File: src/rtl/enemy_path_square.sv
`default_nettype none
// ============================================================================
// Module   : enemy_path_square
// Purpose  : Walks one enemy along a three-segment path, one step per frame,
//            and runs the registered per-pixel rectangle hit test.
// Revision : 1.0 - initial release
// ============================================================================
module enemy_path_square #(
    parameter int unsigned OBJECT_WIDTH  = 32,
    parameter int unsigned OBJECT_HEIGHT = 32,
    parameter int unsigned START_X       = 0,
    parameter int unsigned START_Y       = 96,
    parameter int unsigned TURN_X        = 320,
    parameter int unsigned TURN_Y        = 320,
    parameter int unsigned END_X         = 608,
    parameter int unsigned SPEED         = 1
) (
    input  logic        clk,
    input  logic        reset,
    input  logic        startOfFrame,
    input  logic [10:0] pixelX,
    input  logic [10:0] pixelY,
    input  logic        spawn,
    input  logic        hit,
    output logic [10:0] offsetX,
    output logic [10:0] offsetY,
    output logic        InsideRectangle,
    output logic [10:0] topLeftX,
    output logic [10:0] topLeftY,
    output logic        alive,
    output logic        reachedEnd,
    output logic        killed
);

    localparam logic [1:0] S_IDLE = 2'd0;
    localparam logic [1:0] S_SEG1 = 2'd1;
    localparam logic [1:0] S_SEG2 = 2'd2;
    localparam logic [1:0] S_SEG3 = 2'd3;

    localparam logic [10:0] c_start_x = 11'(START_X);
    localparam logic [10:0] c_start_y = 11'(START_Y);
    localparam logic [11:0] c_turn_x  = 12'(TURN_X);
    localparam logic [11:0] c_turn_y  = 12'(TURN_Y);
    localparam logic [11:0] c_end_x   = 12'(END_X);
    localparam logic [11:0] c_speed   = 12'(SPEED);
    localparam logic [11:0] c_width   = 12'(OBJECT_WIDTH);
    localparam logic [11:0] c_height  = 12'(OBJECT_HEIGHT);

    logic [1:0]  state_q, state_d;
    logic [10:0] x_q, x_d;
    logic [10:0] y_q, y_d;
    logic        reached_q, reached_d;
    logic        killed_q, killed_d;
    logic        inside_q, inside_d;
    logic [10:0] offx_q, offx_d;
    logic [10:0] offy_q, offy_d;

    logic [11:0] w_step_x;
    logic [11:0] w_step_y;
    logic [11:0] w_right;
    logic [11:0] w_bottom;
    logic        w_alive;

    // 12-bit sums keep the clamp compare and rectangle bounds from wrapping
    assign w_step_x = {1'b0, x_q} + c_speed;
    assign w_step_y = {1'b0, y_q} + c_speed;
    assign w_right  = {1'b0, x_q} + c_width;
    assign w_bottom = {1'b0, y_q} + c_height;

    always_ff @(posedge clk) begin
        if (reset) begin
            state_q   <= S_IDLE;
            x_q       <= c_start_x;
            y_q       <= c_start_y;
            reached_q <= 1'b0;
            killed_q  <= 1'b0;
            inside_q  <= 1'b0;
            offx_q    <= 11'd0;
            offy_q    <= 11'd0;
        end else begin
            state_q   <= state_d;
            x_q       <= x_d;
            y_q       <= y_d;
            reached_q <= reached_d;
            killed_q  <= killed_d;
            inside_q  <= inside_d;
            offx_q    <= offx_d;
            offy_q    <= offy_d;
        end
    end

    always_comb begin
        state_d   = state_q;
        x_d       = x_q;
        y_d       = y_q;
        reached_d = 1'b0;
        killed_d  = 1'b0;
        case (state_q)
            S_IDLE: begin
                if (spawn) begin
                    state_d = S_SEG1;
                    x_d     = c_start_x;
                    y_d     = c_start_y;
                end
            end
            S_SEG1: begin
                if (hit) begin
                    state_d  = S_IDLE;
                    killed_d = 1'b1;
                end else if (startOfFrame) begin
                    if (w_step_x >= c_turn_x) begin
                        x_d     = c_turn_x[10:0];
                        state_d = S_SEG2;
                    end else begin
                        x_d = w_step_x[10:0];
                    end
                end
            end
            S_SEG2: begin
                if (hit) begin
                    state_d  = S_IDLE;
                    killed_d = 1'b1;
                end else if (startOfFrame) begin
                    if (w_step_y >= c_turn_y) begin
                        y_d     = c_turn_y[10:0];
                        state_d = S_SEG3;
                    end else begin
                        y_d = w_step_y[10:0];
                    end
                end
            end
            S_SEG3: begin
                if (hit) begin
                    state_d  = S_IDLE;
                    killed_d = 1'b1;
                end else if (startOfFrame) begin
                    if (w_step_x >= c_end_x) begin
                        x_d       = c_end_x[10:0];
                        state_d   = S_IDLE;
                        reached_d = 1'b1;
                    end else begin
                        x_d = w_step_x[10:0];
                    end
                end
            end
            default: state_d = S_IDLE;
        endcase
    end

    // Hit test uses the position and liveness registered before this edge
    always_comb begin
        w_alive  = (state_q != S_IDLE);
        inside_d = w_alive &&
                   (pixelX >= x_q) && ({1'b0, pixelX} < w_right) &&
                   (pixelY >= y_q) && ({1'b0, pixelY} < w_bottom);
        offx_d   = inside_d ? (pixelX - x_q) : 11'd0;
        offy_d   = inside_d ? (pixelY - y_q) : 11'd0;
    end

    assign alive           = w_alive;
    assign topLeftX        = x_q;
    assign topLeftY        = y_q;
    assign reachedEnd      = reached_q;
    assign killed          = killed_q;
    assign InsideRectangle = inside_q;
    assign offsetX         = offx_q;
    assign offsetY         = offy_q;

endmodule
`default_nettype wire
File: config.mk
export PLATFORM = sky130hd
export DESIGN_NAME = enemy_path_square
export DESIGN_NICKNAME = d
export VERILOG_FILES = /design/src/rtl/enemy_path_square.sv
export SDC_FILE = /design/constraint.sdc
export NUM_CORES = 1
export LEC_CHECK = 0
export BUFFER_PORTS_ARGS = -buffer_cell sky130_fd_sc_hd__buf_2
export CAP_MARGIN = 20
export CORE_ASPECT_RATIO = 1.25
export CORE_MARGIN = 3
export CORE_UTILIZATION = 30
export DETAILED_ROUTE_END_ITERATION = 10
export HOLD_SLACK_MARGIN = 0.1
export RECOVER_POWER = 25
export SLEW_MARGIN = 15
export SYNTH_ARGS = -nofsm -noshare
export SYNTH_HDL_FRONTEND = slang
export SYNTH_SLANG_ARGS = --single-unit
File: constraint.sdc
create_clock -name clk -period 2.73 [get_ports clk]
set_input_delay 0.1365 -clock clk [delete_from_list [all_inputs] [get_ports clk]]
set_output_delay 0.1365 -clock clk [all_outputs]
set_load 0.1 [all_outputs]
Yosys cells after proc, flatten, opt, wreduce, memory -nomap -nowiden
Cells that the tools add are included.
{"block": "word_totals", "ff_bits": 49, "inputBits": 27, "out_inout_bits": 48, "elab_cells": 82}
{"block": "op_classes", "n_addsub": 6, "n_lt_le_gt_ge": 7, "n_eq_ne": 16, "muxes": 26, "bitwise_logic": 4, "n_reduce_logical": 15}
{"op": "$mux W11", "count": 11}
{"op": "$pmux W11 S3", "count": 1}
{"op": "$add A11 B1 Y12 const B", "count": 2}
{"op": "$add A11 B6 Y12 const B", "count": 2}
{"op": "$ge A12 B9 Y1 const B", "count": 2}
{"op": "$lt A11 B12 Y1", "count": 2}
{"op": "$ge A11 B11 Y1", "count": 2}
{"op": "$pmux W11 S2", "count": 1}
{"op": "$sub A11 B11 Y11", "count": 2}
{"op": "$mux W2", "count": 10}
{"op": "$ne A3 B3 Y1 const B", "count": 6}
{"op": "$ne A2 B2 Y1 const B", "count": 7}
{"op": "$ge A12 B10 Y1 const B", "count": 1}
{"op": "$pmux W2 S4", "count": 1}
{"op": "$reduce_and A7 Y1", "count": 1}
{"op": "$reduce_and A6 Y1", "count": 1}
{"op": "$eq A2 B2 Y1 const B", "count": 2}
{"op": "$logic_and A1 B1 Y1", "count": 4}
{"op": "$not A1 Y1", "count": 4}
{"op": "$reduce_and A4 Y1", "count": 1}
{"op": "$reduce_bool A2 Y1", "count": 2}
{"op": "$reduce_or A2 Y1", "count": 2}
{"op": "$reduce_or A4 Y1", "count": 1}
{"op": "$reduce_bool A3 Y1", "count": 1}
{"op": "other kinds (4)", "count": 5}

Logic depth before layout (Yosys ltp)
{"block": "depth", "depth_word": 7, "mapped_depth": 12, "depth_no_buf": 11}

Worst setup path before layout
No wires, ideal clock.
{"block": "synth_path", "path_type": "reg2reg", "start": "register x_q[5], in the netlist topLeftX[5]", "end": "register offx_q[3], in the netlist offsetX[3]", "setup_ps": 87, "t_arrival_ps": 3391, "required_time_ps": 2643, "path_slack_ps": -748, "path_stages_with_launch": 13, "path_buffers": 2, "period_less_slack_ps": 3478, "path_cell_list": "dfxtp_1 ha_1 buf_2 nand3_1 xnor2_1 ha_1 a21o_1 a21oi_1 o221ai_1 a221o_1 a311o_1 buf_2 nor4b_2"}
{"block": "synth_between", "elab_chain_len": 7, "word_cells_on_any_way": 9, "classes_between": "add/sub (1); order compare (2); bitwise (1); reduce/logical (5)"}
{"item": "from (decl)", "line": "50", "source": "logic [10:0] x_q, x_d;"}
{"item": "from (signal assigned)", "line": "73", "source": "x_q <= c_start_x;"}
{"item": "$add A11 B6 Y12 / $ge A11 B11 Y1 (equally long branches)", "line": "67, 154"}
{"item": "$lt A11 B12 Y1 / $logic_and A1 B1 Y1 (equally long branches)", "line": "154, 153"}
{"item": "$logic_and A1 B1 Y1 (*) (2 in series)", "line": "154", "source": "(pixelX >= x_q) && ({1'b0, pixelX} < w_right) &&"}
{"item": "$logic_and A1 B1 Y1 (*)", "line": "155", "source": "(pixelY >= y_q) && ({1'b0, pixelY} < w_bottom);"}
{"item": "$not A1 Y1 (no source line) (*)"}
{"item": "$reduce_or A2 Y1 (no source line) (*)"}
{"item": "to (signal assigned)", "line": "78", "source": "offx_q <= 11'd0;"}
{"item": "to (signal assigned)", "line": "87", "source": "offx_q <= offx_d;"}
{"item": "to (decl)", "line": "55", "source": "logic [10:0] offx_q, offx_d;"}
Mark *: on every way between the ends. The rest lies on a longest branch, timed or not.
A chain may end at the register's enable or synchronous reset.

Final worst setup path
{"block": "layout_path", "start": "register y_q[5], in the netlist topLeftY[5]", "end": "register offx_q[5], in the netlist offsetX[5]"}
{"block": "layout_between", "elab_chain_len": 5, "word_cells_on_any_way": 7, "classes_between": "add/sub (1); order compare (2); bitwise (1); reduce/logical (3)"}
{"item": "from (decl)", "line": "51", "source": "logic [10:0] y_q, y_d;"}
{"item": "from (signal assigned)", "line": "74", "source": "y_q <= c_start_y;"}
{"item": "from (signal assigned)", "line": "83", "source": "y_q <= y_d;"}
{"item": "$add A11 B6 Y12 / $ge A11 B11 Y1 (equally long branches)", "line": "68, 155"}
{"item": "$lt A11 B12 Y1 / $logic_and A1 B1 Y1 (equally long branches)", "line": "155, 154"}
{"item": "$logic_and A1 B1 Y1 (*)", "line": "155"}
{"item": "$not A1 Y1 (no source line) (*)"}
{"item": "$reduce_or A2 Y1 (no source line) (*)"}
Marked as above.

==> out/qor.yml <==
place:
  gp_congestion: 0.8717
  place_ws_ns: -0.04561
  io_buffers: 74
  post_dp_cell_area_mm2: 0.004636
  hpwl_mm: 8.866
floorplanning:
  dieArea_mm2: 0.01407
  io_pins: 75
  start_util_pct: 30.99
  die_y_um: 131.9
  fp-row-count: 45
  die_w_um: 106.7
  coreArea_mm2: 0.01227
flow_run:
  drv_cap: 0
clock_tree:
  cts_buffers: 5
  cts.htree.levels: 2
  max-clock-path-buffers: 2
  clock_latency_ns: 0.28
  cts_tree: "built"
  cts.sinks: 49
  clk_pin_slew_ns: 0.07
  clock-root-buffer: "clkbuf_16"
sta:
  fin_skew_ns: 0.009591
  finalHoldViolCount: 0
  max_slew_margin_pct: 21.75
  finalSetupViolCount: 0
  rsz0062_at_grt: "yes"
  drv_slew: 0
  setup_tns_ns: 0
  max_freq_ghz: 0.3789
  period_share_pct: 96.67
  fin_crit_ns: 2.639
  tightest_slew_ns: 1.179
  fin_ws_ns: 0.09100
logic_synthesis:
  synth-async-reset-ratio_pct: 0
  synth_cells: 475
  synthesis.area_mm2: 0.003804
  netlist-cell-type-count: 76
  ys_ff_latch: 49
  synth_edf_count: 0
  avgSynthCellArea_um2: 8.008
  synth_fp_nets: 544
  ys_dominant_reg_cell: "dfxtp_1"
  synth_warnings: 0
  yosysSeqAreaShare_pct: 25.79
setup_path:
  worstPathRequired_ns: 2.92
  cp_slowest_cell: "dfxtp_4"
  cp_cell_sequence: "ha_4, and3_4, xnor2_2, ha_1, a21o_1, a21oi_2, o221ai_1, a221o_1, a311o_1, buf_12, nor4bb_1"
  critPathLaunchType: "flip-flop"
  crit_fanout: 23
  worstPathArrival_ns: 2.83
  max_stage_delay_ns: 0.35
  worst_setup_path_end_kind: "flip-flop"
  crit_type: "reg -> reg"
power:
  power_uw: 1774
  power_leakage_uw: 0.001915
  irDropWorstVdd_v: 0.0002834
  powerDensity_mw_per_mm2: 366.5
route:
  dr.pass1.iters: 4
  via_per_inst: 5.201
  drc_errors: 0
  drt-initial-drc-count: 231
  wl_mm: 10.83
  vias: 3812
  ant_nets: 0
  wl_per_cell_um: 14.78
run_status:
  status: "complete, no violations"
final_layout:
  final_common_cell: "buf_2"
  final_cell_mix: "buf_2, nor2_1, inv_1, ha_1, nand2_1"
  diodes: 0
  stdcell_area_mm2: 0.004840
  final_nets: 637
  drive_gt1_share_pct: 25.48
  nFillCells: 1317
  multiInputGateArea_mm2: 0.002704
  syn2layout_area_growth_pct: 27.24
  regArea_mm2: 0.001039
global_route:
  grt_use_total_pct: 14.95
  grt_overflow_total: 0
  antenna_found_initial: 0
  grt_pass1_vias: 3727
  grt_pass1_wl_mm: 17.57
  grt_max_degree: 25
worst_hold_path:
  hold_class: "in -> reg"
-- worst max-delay path, delay by kind of cell (launching register included) --
family | cells | cell delay, ns
flip-flops | 1 | 0.35
AO/OA/AOI/OAI | 5 | 1.03
XOR/XNOR | 1 | 0.13
adder cells (fa/ha/maj) | 2 | 0.44
buffers and inverters | 1 | 0.17
AND/OR/NAND/NOR | 2 | 0.41
-- kinds of logic (layout without fill, tap and decap cells) --
group | Yosys count | after routing | synth area share (%)
AND/OR/NAND/NOR | 182 | 182 | 25.66
AO/OA/AOI/OAI | 121 | 121 | 22.60
buffers and inverters | 58 | 152 | 6.118
flip-flops | 49 | 49 | 25.79
adder cells (fa/ha/maj) | 42 | 42 | 14.21
XOR/XNOR | 19 | 19 | 4.375
multiplexers | 4 | 4 | 1.250
-- cell type report --
cell class	count	area share (%)
Clock inverter	1	0.1034
Timing Repair Buffer	105	12.15
Sequential cell	49	21.46
Multi-Input combinational cell	368	55.87
Tap cell	164	4.240
Clock buffer	7	3.154
Inverter	39	3.025
-- synth_stat cells (5+ instances only) --
master	n	area share [%]
and3_1	6	0.99
dfxtp_1	49	26
xnor2_1	17	3.9
clkbuf_1	7	0.69
nor3_1	30	3.9
nor3b_1	5	0.99
nor2b_1	6	0.99
o21ai_0	22	2.9
o21a_1	5	0.99
nand3_1	18	2.4
nor2_1	43	4.2
buf_2	11	1.4
a21oi_1	24	3.2
a31oi_1	7	1.2
nand4_1	6	0.99
inv_1	38	3.8
a211oi_1	8	1.6
nand2_1	35	3.5
ha_1	40	13
nor4_1	7	1.2
a21o_1	5	0.99
-- routing by layer --
layer	global-route usage, %	part of all wire (%)
met1	17.70	44
met2	26.96	50
met3	2.401	4.3
met4	5.259	2.1
met5	0	0
-- state kept, by name (all words and copies together), names as in the netlist --
| signal | count |
|---|---|
| InsideRectangle | 1 |
| killed | 1 |
| offsetX | 11 |
| offsetY | 11 |
| reachedEnd | 1 |
| state_q | 2 |
| topLeftX | 11 |
| topLeftY | 11 |
-- worst paths after layout --
kind / start / endpoint / slack [ns] / cells after the start
worst max-delay path: topLeftY[5] / offsetX[5] / 0.09 / 11
worst min-delay path: startOfFrame / state_q[1] / 0.17 / 3
worst max register to register: topLeftY[5] / offsetX[5] / 0.09 / 11
worst min register to register: topLeftX[2] / topLeftX[2] / 0.52 / 2
-- stage by stage --
stage	std cells	hold WS, ns	util, %
2_1_floorplan	475	0.2150	-
3_3_place_gp	723	0.3771	37.77
3_5_place_dp	723	0.3824	37.77
4_1_cts	732	0.1725	39.22
5_1_grt	733	0.1901	39.43
6_report	733	0.1735	39.43
-- power breakdown --
group | total (uW) | leakage [uW] | internal [uW] | switching, uW
Combinational | 419 | 0.00143 | 150 | 269
Clock | 637 | 0.0000799 | 388 | 250
Sequential | 718 | 0.000408 | 713 | 4.81
Total | 1770 | 0.00191 | 1250 | 523
-- repair_timing --
| action | 4_1_cts | 5_1_grt |
|---|---|---|
| endpoints found under the hold margin | 1 | 0 |
| buffers inserted | 0 | 1 |
| resized for setup | 2 | 8 |
| setup endpoints to repair | 4 | 22 |
| pin swaps | 0 | 2 |
| hold buffers | 1 | 0 |
| cloned | 0 | 0 |
(Power assumes the default switching activity.)
